File: config.mk
export PLATFORM = sky130hd
export DESIGN_NAME = mem_ref_exec_unit
export DESIGN_NICKNAME = d
export VERILOG_FILES = /design/src/rtl/mem_ref_exec_unit.sv
export SDC_FILE = /design/constraint.sdc
export NUM_CORES = 1
export LEC_CHECK = 0
export CAP_MARGIN = 5
export CORE_ASPECT_RATIO = 1.1
export CORE_MARGIN = 2
export CORE_UTILIZATION = 50
export CTS_BUF_LIST = sky130_fd_sc_hd__clkbuf_4 sky130_fd_sc_hd__clkbuf_8 sky130_fd_sc_hd__clkbuf_16
export DETAILED_ROUTE_END_ITERATION = 8
export PLACE_DENSITY = 0.84
export SLEW_MARGIN = 20
export SYNTH_ARGS = -nofsm -noshare
export SYNTH_HDL_FRONTEND = slang
export SYNTH_SLANG_ARGS = --single-unit
File: constraint.sdc
create_clock -name clk -period 3.23 [get_ports clk]
set_clock_uncertainty 0.1 [all_clocks]
set_input_delay 0.4845 -clock clk [delete_from_list [all_inputs] [get_ports clk]]
set_output_delay 0.4845 -clock clk [all_outputs]
set_load 0.03 [all_outputs]
File: src/rtl/mem_ref_exec_unit.sv
// mem_ref_exec_unit: multi-cycle executor for accumulator memory-reference
// instructions (Load, Store, Add, Subt, Clear, AddI). Owns AC, MAR and MBR and
// sequences operand fetch / write-back over a req/ack handshake with timeout.
module mem_ref_exec_unit #(
    parameter int DATA_W  = 16,
    parameter int ADDR_W  = 14,
    parameter int TIMEOUT = 15
) (
    input  logic              clk,
    input  logic              reset,
    input  logic              start,
    input  logic [3:0]        op,
    input  logic [ADDR_W-1:0] addr,
    output logic              busy,
    output logic              done,
    output logic              error,
    output logic [DATA_W-1:0] ac,
    output logic              ovf,
    output logic              mem_req,
    output logic              mem_we,
    output logic [ADDR_W-1:0] mem_addr,
    output logic [DATA_W-1:0] mem_wdata,
    input  logic [DATA_W-1:0] mem_rdata,
    input  logic              mem_ack
);

    // Opcode encodings as issued by the decoder.
    localparam logic [3:0] OP_LOAD  = 4'h1;
    localparam logic [3:0] OP_STORE = 4'h2;
    localparam logic [3:0] OP_ADD   = 4'h3;
    localparam logic [3:0] OP_SUBT  = 4'h4;
    localparam logic [3:0] OP_CLEAR = 4'hA;
    localparam logic [3:0] OP_ADDI  = 4'hB;

    // The wait counter never exceeds TIMEOUT-1: reaching that value without
    // an ack ends the request, so $clog2(TIMEOUT) bits suffice.
    localparam int CNT_W = (TIMEOUT < 2) ? 1 : $clog2(TIMEOUT);
    localparam logic [CNT_W-1:0] CNT_LAST = CNT_W'(TIMEOUT - 1);

    typedef enum logic [2:0] {
        S_IDLE,
        S_READ,
        S_PTR,
        S_EXEC,
        S_WRITE,
        S_DONE
    } state_t;

    state_t              state_reg, state_next;
    logic [3:0]          op_reg;
    logic [ADDR_W-1:0]   mar_reg;
    logic [DATA_W-1:0]   mbr_reg;
    logic [DATA_W-1:0]   ac_reg, ac_next;
    logic                ovf_reg, ovf_next;
    logic [CNT_W-1:0]    wait_cnt_reg;
    logic                err_reg;

    logic                mem_cycle;
    logic                timed_out;
    logic                op_legal;
    logic [DATA_W-1:0]   sum;
    logic [DATA_W-1:0]   diff;
    logic                sum_ovf;
    logic                diff_ovf;

    // Decode whether the presented opcode is one we execute.
    always_comb begin
        op_legal = 1'b0;
        case (op)
            OP_LOAD, OP_STORE, OP_ADD, OP_SUBT, OP_CLEAR, OP_ADDI: op_legal = 1'b1;
            default:                                               op_legal = 1'b0;
        endcase
    end

    // Handshake status: a request is outstanding in PTR/READ/WRITE, and it
    // times out on its TIMEOUT-th cycle if that cycle also lacks an ack.
    always_comb begin
        mem_cycle = (state_reg == S_PTR) || (state_reg == S_READ) || (state_reg == S_WRITE);
        timed_out = mem_cycle && !mem_ack && (wait_cnt_reg == CNT_LAST);
    end

    // Modulo arithmetic with two's-complement overflow detection: addition
    // overflows when both operands share a sign that the result lacks;
    // subtraction overflows when the operands differ in sign and the result
    // sign differs from the minuend.
    always_comb begin
        sum      = ac_reg + mbr_reg;
        diff     = ac_reg - mbr_reg;
        sum_ovf  = (ac_reg[DATA_W-1] == mbr_reg[DATA_W-1]) &&
                   (sum[DATA_W-1] != ac_reg[DATA_W-1]);
        diff_ovf = (ac_reg[DATA_W-1] != mbr_reg[DATA_W-1]) &&
                   (diff[DATA_W-1] != ac_reg[DATA_W-1]);
    end

    // Accumulator and overflow update, applied only in the EXEC cycle.
    always_comb begin
        ac_next  = ac_reg;
        ovf_next = ovf_reg;
        if (state_reg == S_EXEC) begin
            case (op_reg)
                OP_LOAD: begin
                    ac_next  = mbr_reg;
                    ovf_next = 1'b0;
                end
                OP_ADD, OP_ADDI: begin
                    ac_next  = sum;
                    ovf_next = sum_ovf;
                end
                OP_SUBT: begin
                    ac_next  = diff;
                    ovf_next = diff_ovf;
                end
                OP_CLEAR: begin
                    ac_next  = '0;
                    ovf_next = 1'b0;
                end
                default: begin
                    ac_next  = ac_reg;
                    ovf_next = ovf_reg;
                end
            endcase
        end
    end

    // State register; reset abandons any instruction in flight.
    always_ff @(posedge clk or posedge reset) begin
        if (reset) begin
            state_reg <= S_IDLE;
        end else begin
            state_reg <= state_next;
        end
    end

    // Next-state logic and Moore outputs.
    always_comb begin
        state_next = state_reg;
        busy       = (state_reg != S_IDLE);
        done       = (state_reg == S_DONE);
        error      = (state_reg == S_DONE) && err_reg;
        mem_req    = mem_cycle;
        mem_we     = (state_reg == S_WRITE);
        case (state_reg)
            S_IDLE: begin
                if (start) begin
                    case (op)
                        OP_LOAD, OP_ADD, OP_SUBT: state_next = S_READ;
                        OP_ADDI:                  state_next = S_PTR;
                        OP_STORE:                 state_next = S_WRITE;
                        OP_CLEAR:                 state_next = S_EXEC;
                        default:                  state_next = S_DONE;
                    endcase
                end
            end
            S_PTR: begin
                if (mem_ack) begin
                    state_next = S_READ;
                end else if (timed_out) begin
                    state_next = S_DONE;
                end
            end
            S_READ: begin
                if (mem_ack) begin
                    state_next = S_EXEC;
                end else if (timed_out) begin
                    state_next = S_DONE;
                end
            end
            S_WRITE: begin
                if (mem_ack || timed_out) begin
                    state_next = S_DONE;
                end
            end
            S_EXEC:  state_next = S_DONE;
            S_DONE:  state_next = S_IDLE;
            default: state_next = S_IDLE;
        endcase
    end

    // Datapath registers: operand capture, pointer chase, wait counting and
    // the sticky abort flag reported alongside done.
    always_ff @(posedge clk or posedge reset) begin
        if (reset) begin
            op_reg       <= '0;
            mar_reg      <= '0;
            mbr_reg      <= '0;
            ac_reg       <= '0;
            ovf_reg      <= 1'b0;
            wait_cnt_reg <= '0;
            err_reg      <= 1'b0;
        end else begin
            ac_reg  <= ac_next;
            ovf_reg <= ovf_next;
            case (state_reg)
                S_IDLE: begin
                    if (start) begin
                        op_reg       <= op;
                        mar_reg      <= addr;
                        wait_cnt_reg <= '0;
                        err_reg      <= !op_legal;
                    end
                end
                S_PTR: begin
                    if (mem_ack) begin
                        // Indirect: the fetched word becomes the operand address.
                        mar_reg      <= mem_rdata[ADDR_W-1:0];
                        wait_cnt_reg <= '0;
                    end else if (timed_out) begin
                        err_reg <= 1'b1;
                    end else begin
                        wait_cnt_reg <= wait_cnt_reg + 1'b1;
                    end
                end
                S_READ: begin
                    if (mem_ack) begin
                        mbr_reg <= mem_rdata;
                    end else if (timed_out) begin
                        err_reg <= 1'b1;
                    end else begin
                        wait_cnt_reg <= wait_cnt_reg + 1'b1;
                    end
                end
                S_WRITE: begin
                    if (mem_ack) begin
                        wait_cnt_reg <= '0;
                    end else if (timed_out) begin
                        err_reg <= 1'b1;
                    end else begin
                        wait_cnt_reg <= wait_cnt_reg + 1'b1;
                    end
                end
                default: begin
                    wait_cnt_reg <= wait_cnt_reg;
                end
            endcase
        end
    end

    // Memory address and write data come straight from MAR and AC so they
    // stay stable for the whole request.
    assign mem_addr  = mar_reg;
    assign mem_wdata = ac_reg;
    assign ac        = ac_reg;
    assign ovf       = ovf_reg;

endmodule

### Word-level counts from Yosys, hierarchy flattened

Index checks and enable logic that the tools add are counted.

| word-level totals | value |
|---|---|
| logic and storage cells | 91 |
| register bits | 59 |
| output and inout port bits | 52 |

| cells by class | value |
|---|---|
| add/subtract/negate cells | 3 |
| reductions and logical operators | 31 |
| equality and inequality tests | 27 |
| muxes and demuxes | 22 |

Operators by type and width:

| cell | count |
|---|---|
| $pmux 16 s4 | 1 |
| $mux 14 | 2 |
| $pmux 14 s2 | 1 |
| $eq 4x4->1 const B | 5 |
| $add 16x16->16 | 1 |
| $mux 4 | 4 |
| $sub 16x16->16 | 1 |
| $mux 3 | 5 |
| $pmux 3 s5 | 1 |
| $eq 4x2->1 const B | 3 |
| $pmux 3 s4 | 1 |
| $pmux 4 s3 | 1 |
| $reduce_and 2->1 | 5 |
| $reduce_bool 3->1 | 3 |
| $eq 4x1->1 const B | 2 |
| $eq 4x3->1 const B | 2 |
| $ne 2x2->1 const B | 4 |
| $eq 3x2->1 const B | 2 |
| $eq 3x3->1 const B | 2 |
| $reduce_and 3->1 | 2 |
| $reduce_or 2->1 | 3 |
| $reduce_or 3->1 | 2 |
| $reduce_or 6->1 | 1 |
| $logic_and 1x1->1 | 5 |
| other kinds (14) | 24 |

### Logic depth before layout (Yosys ltp)

Gate-level depths: netlist of the first run.

| depth | value |
|---|---|
| depth in word-level cells | 8 |
| gate-level depth with buffers | 11 |
| gate-level depth less buffers | 11 |

### Worst setup path before layout of the first run

No wires, ideal clock.

| timing | value |
|---|---|
| path type | reg-to-reg |
| from | register ac_reg[0], in the netlist ac[0] |
| to | register ac_reg[12], in the netlist ac[12] |
| period minus slack after synthesis | 2.687 ns |
| path slack | 0.543 ns |
| library setup time | 0.066 ns |
| cell stages (with the launch flop) | 12 |
| arrival | 2.521 ns |
| path through | dfrtp_1 -> inv_1 -> ha_1 -> inv_1 -> fa_1 -> a21o_1 -> a221oi_2 -> o22ai_1 -> a2111oi_0 -> a2111oi_0 -> o21ai_0 -> and3_1 |

| on the way | value |
|---|---|
| word-level cells in the longest chain between the ends | 2 |
| elaborated cells between the ends (all ways) | 3 |
| those cells by class | add/sub (2); mux (1) |

RTL lines:

| item | line | RTL |
|---|---|---|
| start, declared | 53 | `logic [DATA_W-1:0] ac_reg, ac_next;` |
| start signal, assigned | 191 | `ac_reg <= ac_next;` |
| $sub 16x16->16 / $add 16x16->16 (equally long branches) | 88, 87 |  |
| $pmux 16 s4 (*) | 100 | `case (op_reg)` |

Mark *: on every way between the ends. The rest lies on a longest branch, timed or not.
A chain may end at the register's enable or synchronous reset.

### Worst setup path after layout of the first run

| timing | value |
|---|---|
| from | register state_reg[1] |
| to | output port mem_req |

| on the way | value |
|---|---|
| word-level cells in the longest chain between the ends | 3 |
| elaborated cells between the ends (all ways) | 5 |
| those cells by class | eq/ne (3); reduce/logical (2) |

RTL lines:

| item | line | RTL |
|---|---|---|
| start, declared | 49 | `state_t state_reg, state_next;` |
| start signal, assigned | 130 | `state_reg <= state_next;` |
| $eq 3x2->1 / $eq 3x1->1 (equally long branches) | 78 | `mem_cycle = (state_reg == S_PTR) \|\| (state_reg == S_READ) \|\| (state_reg == S_WRITE);` |
| $logic_or 1x1->1 | 78 |  |
| $logic_or 1x1->1 (*) | 78 |  |
| end, declared | 19 | `output logic mem_req,` |

Marked as above.

==> flow_summary.toml, run 1 <==
[status]
status = "completed"

[power]
leakage_nw = 2.401
pwr_density_cell_nw_per_um2 = 1229
max-vdd-ir-drop_mv = 0.5346

[worst_hold_path]
min_delay_endpoint = "mem_addr[2]$_DFFE_PP0P_"
whs_path_cells = 2
holdCritPathClass = "reg -> reg"
worstHoldStart = "mem_addr[2]$_DFFE_PP0P_"

[global_route]
grtUsageTotal_pct = 25.28
grt_remaining_overflow = 0
grt_pass1_wl_um = 20180
grt_max_degree = 60
number_of_global_route_vias_before_repair = 4098
antenna_violations_before_repair = 0

[detailed_routing]
drc = 0
routed_wl_um = 12630
vias_per_cell = 5.961
count_of_tritonroute_iterations_in_the_first_routing_pass = 5
initialDrtViolationCount = 367
route.vias.total = 4405
final_antenna_net_count = 0
wl_per_cell_um = 17.09

[synthesis]
synth_nets = 633
netlist_instances = 561
share_of_synthesized_area_occupied_by_flip_flops_and_latches_pct = 31.63
synth-async-reset-ratio_pct = 100.0
yosysWarnings = 0
mappedNetlistArea_um2 = 4668
postSynthRegisterBits = 59
ys_dominant_reg_cell = "dfrtp_1"
synth_area_per_cell_um2 = 8.321
synth-edff-count = 0
synth_cell_type_count = 71

[critical_path]
r2r_end = "ac[12]$_DFFE_PP0P_"
worstSetupStartpoint = "state_reg[1]$_DFFE_PP0P_"
crit_path_max_fanout = 17
timing.critical_path.from_type = "flip-flop"
reg2regPathDepth = 11
crit_arrival_ns = 2.31
cp-end-kind = "primary output"
worst_r2r_startpoint = "ac[0]$_DFFE_PP0P_"
rrSetupSlack_ns = 0.38
cp_class = "reg -> out"
cp_data_required_time_ns = 2.65

[final_layout]
syn_to_final_growth_pct = 22.84
filler_cell_count = 764
final_cell_mix = "clkdlybuf4s50_1, o21ai_0, nand2_1, dfrtp_1, nor2_1"
layout_commonest_cell = "clkdlybuf4s50_1"
finish.net_count = 692
num_antenna_cells = 0
final_layout_size_suffix_gt1_share_pct = 7.840

[cts]
clock_sinks = 59
cts_tree = "yes"
cts_hold_buffers = 0
ctsRootBufferMaster = "clkbuf_8"
clock_latency_reported_for_the_late_side_of_the_worst_skew_pair_ns = 0.36
cts_inserted_buffers = 9
cts-htree-levels = 3
post-cts-setup-buffers = 0
ctsResizeCount = 0
cts_buffer_depth = 2
clk_pin_slew_ns = 0.08

[placed_design]
gp_congestion = 0.9877
place.port_buffers = 89
place_hpwl_um = 9140
preCtsSetupSlack_ns = 0.4285

[timing]
number_of_hold_slack_violations_in_the_final_timing_report = 0
relSlewSlack_pct = 32.52
fmaxAchievable_mhz = 345.4
finalWorstPathRequiredPeriod_ns = 2.895
grt_setup_unrepaired = "no"
post_route_fraction_of_the_period_consumed_by_the_critical_path_pct = 89.63
fin_setup_tns_ns = 0
fin_hold_ws_ns = 0.3862
final-max-slew-violation-count = 0
timing.final.ws_setup_ns = 0.3350
timing.final.setup_violations = 0
worst-slew-pin-transition_ns = 1.012

[floorplanning]
initial_core_util_pct = 52.08
chipWidth_um = 96.13
die_ar_um2 = 10130
core_area_um2 = 8964
chipHeight_um = 105.3
io-pin-count = 90
row_count = 36

[run]
max-cap-violations = 0
power breakdown:
group | total, W | switching (W) | internal [W]
sequential | 0.00150 | 0.000420 | 0.00108
combinational | 0.00475 | 0.00282 | 0.00193
clock | 0.000794 | 0.000339 | 0.000455
total | 0.00705 | 0.00358 | 0.00347
worst max-delay path by stage:
stage	slack, ns	depth (start not counted)	endpoint
2_1_floorplan	0.54	11	ac[12]$_DFFE_PP0P_
3_3_place_gp	0.53	11	ac[12]$_DFFE_PP0P_
3_5_place_dp	0.43	11	ac[12]$_DFFE_PP0P_
4_1_cts	0.36	5	mem_req
5_1_grt	0.16	11	ac[12]$_DFFE_PP0P_
6_report	0.33	5	mem_req
through the flow:
stage	instances	cell area, um2	utilization, %	total power, W
finish	739	5734	63.97	0.007045
global route	739	5734	63.97	0.007548
CTS	739	5734	63.97	0.007001
detailed placement	723	5508	61.45	0.006176
global placement	723	5508	61.45	0.006058
floorplan	561	4668	-	0.004936
logic make-up (layout without fill, tap and decap cells):
group | Yosys count | count (layout) | synth area share, %
AO/OA/AOI/OAI | 175 | 175 | 24.55
AND/OR/NAND/NOR | 169 | 169 | 17.58
buffers and inverters | 83 | 147 | 8.336
flip-flops | 59 | 59 | 31.63
adder cells (fa/ha/maj) | 34 | 34 | 9.434
multiplexers | 23 | 23 | 5.092
XOR/XNOR | 18 | 18 | 3.377
metal layers:
layer / routed length [um] / track usage, % / up-vias
met1: 5578 / 34.88 / 2098
met2: 6069 / 40.38 / 174
met5: 0 / 0 / -
li1: - / - / 2114
met4: 185 / 7.041 / 0
met3: 793 / 4.503 / 19
critical path, stage by stage (launching register included):
cell             delay, ns
dfrtp_1               0.62
nand2_1               0.11
nor2b_1               0.15
o21ai_0               0.35
inv_1                 0.11
clkdlybuf4s50_1       0.61
cell usage after synthesis (all sizes together), types with 3 or more instances:
master	number	area share, %
or3	3	0.40
mux2	6	1.4
a2111oi	4	0.75
and2	4	0.54
o21bai	3	0.48
xnor2	14	2.6
or4	5	0.88
and3	5	0.70
a22oi	3	0.48
dfrtp	59	32
o21ai	66	7.3
a21oi	32	3.5
or2	4	0.54
a21o	3	0.51
o22ai	6	0.80
nor3	11	1.2
o221ai	4	0.75
mux2i	17	3.6
a31oi	12	1.6
nor2	43	3.5
ha	32	8.6
o211ai	3	0.59
inv	32	2.6
clkbuf	21	1.7
nand3	5	0.64
xor2	4	0.75
buf	30	4.1
o31ai	6	1.3
nand2	59	4.7
nand2b	9	1.2
a222oi	3	0.64
nor2b	12	1.8
a221oi	10	2.0
area by class of cell:
class | instances | area, um2 | share of cell area (%)
flip-flops and latches | 59 | 1476 | 25.75
repair buffers | 99 | 965.9 | 16.84
multi-input cells | 419 | 2803 | 48.88
inverters | 32 | 120.1 | 2.095
clock buffers | 10 | 137.6 | 2.400
well taps | 114 | 142.6 | 2.487
clock inverters | 6 | 88.84 | 1.549
Note: power is estimated with default switching activity, not from simulation.
==> run 2, diff against run 1 <==
--- a/config.mk
+++ b/config.mk
@@ -7,7 +7,6 @@
 export LEC_CHECK = 0
 export CAP_MARGIN = 5
 export CORE_ASPECT_RATIO = 1.1
-export CORE_MARGIN = 2
 export CORE_UTILIZATION = 50
 export CTS_BUF_LIST = sky130_fd_sc_hd__clkbuf_4 sky130_fd_sc_hd__clkbuf_8 sky130_fd_sc_hd__clkbuf_16
 export DETAILED_ROUTE_END_ITERATION = 8
==> run 2 against run 1 <==
Net effect: power shrank 0.20%; critical path depth is the same; register-to-register slack barely moved; sequential cell count unchanged; hold slack got worse by 0.0025 ns; count of clock-buffer cells in the layout unchanged; sequential power is essentially flat; sequential share of layout area is essentially flat; clock power is 4.9% lower; maximum frequency down 0.55%; routed wire length shrank 0.82%; critical path type unchanged; die area shrank 3.9%.
==> flow_summary.toml, run 2 (synthesis results as in run 1) <==
[cts]
clk_pin_slew_ns = 0.07
cts_inserted_buffers = 9
ctsRootBufferMaster = "clkbuf_8"
post-cts-setup-buffers = 0
cts_buffer_depth = 2
ctsResizeCount = 0
cts_hold_buffers = 0
clock_latency_reported_for_the_late_side_of_the_worst_skew_pair_ns = 0.35
cts_tree = "yes"
clock_sinks = 59
cts-htree-levels = 3

[detailed_routing]
final_antenna_net_count = 0
drc = 0
vias_per_cell = 6.004
routed_wl_um = 12520
route.vias.total = 4431
count_of_tritonroute_iterations_in_the_first_routing_pass = 6
wl_per_cell_um = 16.97
initialDrtViolationCount = 501

[critical_path]
crit_path_max_fanout = 17
worst_r2r_startpoint = "ac[0]$_DFFE_PP0P_"
timing.critical_path.from_type = "flip-flop"
crit_arrival_ns = 2.33
rrSetupSlack_ns = 0.38
reg2regPathDepth = 11
cp-end-kind = "primary output"
cp_data_required_time_ns = 2.65
r2r_end = "ac[12]$_DFFE_PP0P_"
cp_class = "reg -> out"

[floorplanning]
core_area_um2 = 8964
row_count = 36
io-pin-count = 90
initial_core_util_pct = 52.08
chipWidth_um = 94.13
chipHeight_um = 103.3
die_ar_um2 = 9727

[run]
max-cap-violations = 0

[final_layout]
syn_to_final_growth_pct = 22.86
ff_latch_area_um2 = 1476
finish.net_count = 692
multi_input_gate_area_um2 = 2803
filler_cell_count = 749
final_design_area_no_fill_um2 = 5736
layout_commonest_cell = "clkdlybuf4s50_1"
final_cell_mix = "clkdlybuf4s50_1, o21ai_0, nand2_1, dfrtp_1, nor2_1"
num_antenna_cells = 0
final_layout_size_suffix_gt1_share_pct = 7.692
fin_util_pct = 63.99

[power]
leakage_nw = 2.406
power.switching_fraction_pct = 50.66
p_clk_share_pct = 10.7
seq_power_share_pct = 21.4
p_int_w = 0.003470
combinational_share_of_power_pct = 67.9
total_power_w = 0.007031
netSwitchingPower_w = 0.003562
pwr_density_cell_nw_per_um2 = 1226
max-vdd-ir-drop_mv = 0.6865

[status]
status = "completed"

[global_route]
grt_pass1_wl_um = 19990
grtUsageTotal_pct = 26.56
number_of_global_route_vias_before_repair = 4174
antenna_violations_before_repair = 0
grt_remaining_overflow = 0
grt_max_degree = 34

[placed_design]
placement.cell_area_um2 = 5520
place_hpwl_um = 9065
place.port_buffers = 89
gp_congestion = 0.9283

[timing]
timing.final.setup_violations = 0
fin_setup_tns_ns = 0
grt_setup_unrepaired = "no"
final-max-slew-violation-count = 0
post_route_fraction_of_the_period_consumed_by_the_critical_path_pct = 90.13
relSlewSlack_pct = 33.23
fmaxAchievable_mhz = 343.5
finalWorstPathRequiredPeriod_ns = 2.911
fin_hold_ws_ns = 0.3836
worst-slew-pin-transition_ns = 1.002
number_of_hold_slack_violations_in_the_final_timing_report = 0

[worst_hold_path]
whs_path_cells = 2
min_delay_endpoint = "mem_addr[5]$_DFFE_PP0P_"
holdCritPathClass = "reg -> reg"
worstHoldStart = "mem_addr[5]$_DFFE_PP0P_"
[run 2: changes by cell type in the layout (fill, tap and decap cells not counted)]
cell | previous run | this run
buf_4 | 10 | 9
clkinv_2 | 1 | 2
clkinvlp_4 | 2 | 1
clkinv_4 | 1 | 0
buf_12 | 0 | 1
[run 2: stage by stage]
stage / worst slack [ns] / std cells
floorplan: 0.5430 / 561
global placement: 0.5136 / 723
detailed placement: 0.4416 / 723
CTS: 0.3357 / 738
global route: 0.1650 / 738
finish: 0.3190 / 738
[run 2: area by class of cell]
cell class              instances  area share, %
multi-input cells             419          48.87
flip-flops and latches         59          25.74
repair buffers                 99          17.06
well taps                     114          2.487
clock buffers                  10          2.400
inverters                      32          2.094
clock inverters                 5          1.353
[run 2: critical path: stages (launching register included)]
cell and delay [ns]:
dfrtp_1 0.62, nand2_1 0.12, nor2b_1 0.15, o21ai_0 0.37, inv_1 0.11, clkdlybuf4s50_1 0.61
[run 2: worst max-delay path by stage]
stage / start / end / cells past startpoint
4_1_cts: state_reg[1]$_DFFE_PP0P_ / mem_req / 5
6_report: state_reg[2]$_DFFE_PP0P_ / mem_req / 5
2_1_floorplan: ac[0]$_DFFE_PP0P_ / ac[12]$_DFFE_PP0P_ / 11
3_5_place_dp: ac[0]$_DFFE_PP0P_ / ac[12]$_DFFE_PP0P_ / 11
3_3_place_gp: ac[0]$_DFFE_PP0P_ / ac[12]$_DFFE_PP0P_ / 11
5_1_grt: state_reg[2]$_DFFE_PP0P_ / mem_req / 5
[run 2: metal layers]
layer | wire length (um) | GRT usage (%) | vias up
li1 | - | - | 2115
met1 | 5260 | 34.23 | 2081
met2 | 6048 | 43.46 | 203
met3 | 906 | 5.629 | 32
met4 | 309 | 11.24 | 0
met5 | 0 | 0 | -
[run 2: power groups by stage]
stage | Clock (W) | Sequential, W | Combinational [W]
floorplan | 0 | 0.00171 | 0.00323
global placement | 0 | 0.00148 | 0.00455
detailed placement | 0 | 0.00150 | 0.00467
CTS | 0.000769 | 0.00150 | 0.00471
global route | 0.000804 | 0.00156 | 0.00516
finish | 0.000755 | 0.00150 | 0.00477
==> run 3, diff against run 2 <==
--- a/config.mk
+++ b/config.mk
@@ -10,7 +10,9 @@
 export CORE_UTILIZATION = 50
 export CTS_BUF_LIST = sky130_fd_sc_hd__clkbuf_4 sky130_fd_sc_hd__clkbuf_8 sky130_fd_sc_hd__clkbuf_16
 export DETAILED_ROUTE_END_ITERATION = 8
+export GPL_ROUTABILITY_DRIVEN = 0
 export PLACE_DENSITY = 0.84
+export SKIP_CTS_REPAIR_TIMING = 1
 export SLEW_MARGIN = 20
 export SYNTH_ARGS = -nofsm -noshare
 export SYNTH_HDL_FRONTEND = slang
==> run 3 against run 2 <==
Net effect: register-to-register slack better by 0.04 ns; power down 0.88%; count of clock-buffer cells in the layout down 1; first-iteration DRC count up 9.0%; die area unchanged; clock power down 6.9%; maximum frequency up 0.45%; core utilization down 0.20 points; non-clock buffer count up 1; routed wire length down 0.24%; largest power group unchanged; highest routed layer unchanged.
==> flow_summary.toml, run 3 (synthesis results as in run 1) <==
[status]
status = "completed"

[cts]
clk_pin_slew_ns = 0.08
cts_inserted_buffers = 9
clock_sinks = 59
clock_latency_reported_for_the_late_side_of_the_worst_skew_pair_ns = 0.36
cts_tree = "yes"
ctsRootBufferMaster = "clkbuf_8"
cts_buffer_depth = 2
cts-htree-levels = 3

[critical_path]
timing.critical_path.slowest_cell_delay_ns = 0.62
cp_data_required_time_ns = 2.65
worstSetupStartpoint = "state_reg[2]$_DFFE_PP0P_"
cp_class = "reg -> out"
worst_r2r_startpoint = "mbr_reg[1]$_DFFE_PP0P_"
rrSetupSlack_ns = 0.42
r2r_end = "ac[15]$_DFFE_PP0P_"
crit_path_cell_trace = "nand2_1, nor2b_1, o21ai_0, inv_1, clkdlybuf4s50_1"
timing.critical_path.from_type = "flip-flop"
reg2regPathDepth = 9
crit_path_max_fanout = 17
cp-end-kind = "primary output"
crit_arrival_ns = 2.31
worst_path_cell_with_the_longest_stage_delay = "dfrtp_1"

[detailed_routing]
routed_wl_um = 12490
route.vias.total = 4488
count_of_tritonroute_iterations_in_the_first_routing_pass = 5
drc = 0
final_antenna_net_count = 0
wl_per_cell_um = 16.88
vias_per_cell = 6.065
initialDrtViolationCount = 546

[final_layout]
final_design_area_no_fill_um2 = 5718
syn_to_final_growth_pct = 22.49
final_layout_size_suffix_gt1_share_pct = 7.987
final_cell_mix = "clkdlybuf4s50_1, o21ai_0, nand2_1, dfrtp_1, nor2_1"
finish.net_count = 693
num_antenna_cells = 0
layout_commonest_cell = "clkdlybuf4s50_1"

[floorplanning]
die_ar_um2 = 9727
io-pin-count = 90
chipHeight_um = 103.3
row_count = 36
initial_core_util_pct = 52.08
chipWidth_um = 94.13
core_area_um2 = 8964

[placed_design]
place.port_buffers = 89
placement.cell_area_um2 = 5515
place_hpwl_um = 9175

[timing]
finalWorstPathRequiredPeriod_ns = 2.898
relSlewSlack_pct = 30.66
worst-slew-pin-transition_ns = 1.040
fin_setup_tns_ns = 0
final-max-slew-violation-count = 0
grt_setup_unrepaired = "no"
fmaxAchievable_mhz = 345.1
number_of_hold_slack_violations_in_the_final_timing_report = 0
post_route_fraction_of_the_period_consumed_by_the_critical_path_pct = 89.72
timing.final.setup_violations = 0

[run]
max-cap-violations = 0

[global_route]
grtUsageTotal_pct = 27.41
top_usage_layer = "met2"
global_route.usage.met2_pct = 45.70
grt.met1_usage_pct = 34.69
grt_max_degree = 34
grt_remaining_overflow = 0
globalRouteMet3Util_pct = 6.287
grt_pass1_wl_um = 20740
number_of_global_route_vias_before_repair = 4293
antenna_violations_before_repair = 0

[power]
max-vdd-ir-drop_mv = 0.5458
leakage_nw = 2.390
pwr_density_cell_nw_per_um2 = 1219

[worst_hold_path]
holdCritPathClass = "in -> async"
[run 3: changes by cell type in the layout (fill, tap and decap cells not counted), moves of 2 or more]
cell / change
clkinvlp_4: +2
clkinv_2: -2
buf_4: +2
clkinv_4: +3
[run 3: worst max-delay path, delay by kind of cell, from the launching register on]
family | cells | cell delay [ns]
buffers and inverters | 2 | 0.72
flip-flops | 1 | 0.62
AO/OA/AOI/OAI | 1 | 0.36
AND/OR/NAND/NOR | 2 | 0.26
[run 3: per-layer routing]
metal	routed length, um	vias up	part of all wire, %
met5	0	-	0
met4	320	0	2.6
met3	918	31	7.3
met2	6022	186	48
met1	5232	2163	42
li1	-	2108	-
[run 3: report_power, final]
part / switching [W] / total, W / leakage [nW] / internal (W)
clock: 0.000344 / 0.000703 / 0.0916 / 0.000359
sequential: 0.000417 / 0.00150 / 0.736 / 0.00108
combinational: 0.00283 / 0.00477 / 1.56 / 0.00194
total: 0.00359 / 0.00697 / 2.39 / 0.00338
[run 3: layout make-up]
class | instances | area, um2
clock buffers | 9 | 123.9
repair buffers | 100 | 973.4
flip-flops and latches | 59 | 1476
inverters | 32 | 120.1
fillers | 751 | 3246
well taps | 114 | 142.6
multi-input cells | 419 | 2803
clock inverters | 7 | 78.83
[run 3: worst max path at each step]
stage / end / slack, ns
2_1_floorplan: ac[12]$_DFFE_PP0P_ / 0.54
3_3_place_gp: ac[12]$_DFFE_PP0P_ / 0.54
3_5_place_dp: ac[15]$_DFFE_PP0P_ / 0.46
4_1_cts: mem_req / 0.32
5_1_grt: mem_req / 0.13
6_report: mem_req / 0.33
[run 3: stage by stage]
step                hold slack, ns  worst slack [ns]  std cells  utilization, %  power (W)
detailed placement          0.3727            0.4633        724           61.53   0.006175
floorplan                   0.3798            0.5430        561               -   0.004936
global route                0.3848            0.1340        740           63.79   0.007499
global placement            0.3654            0.5374        724           61.53   0.006004
finish                      0.3481            0.3321        740           63.79   0.006970
CTS                         0.3571            0.3210        740           63.79   0.006909
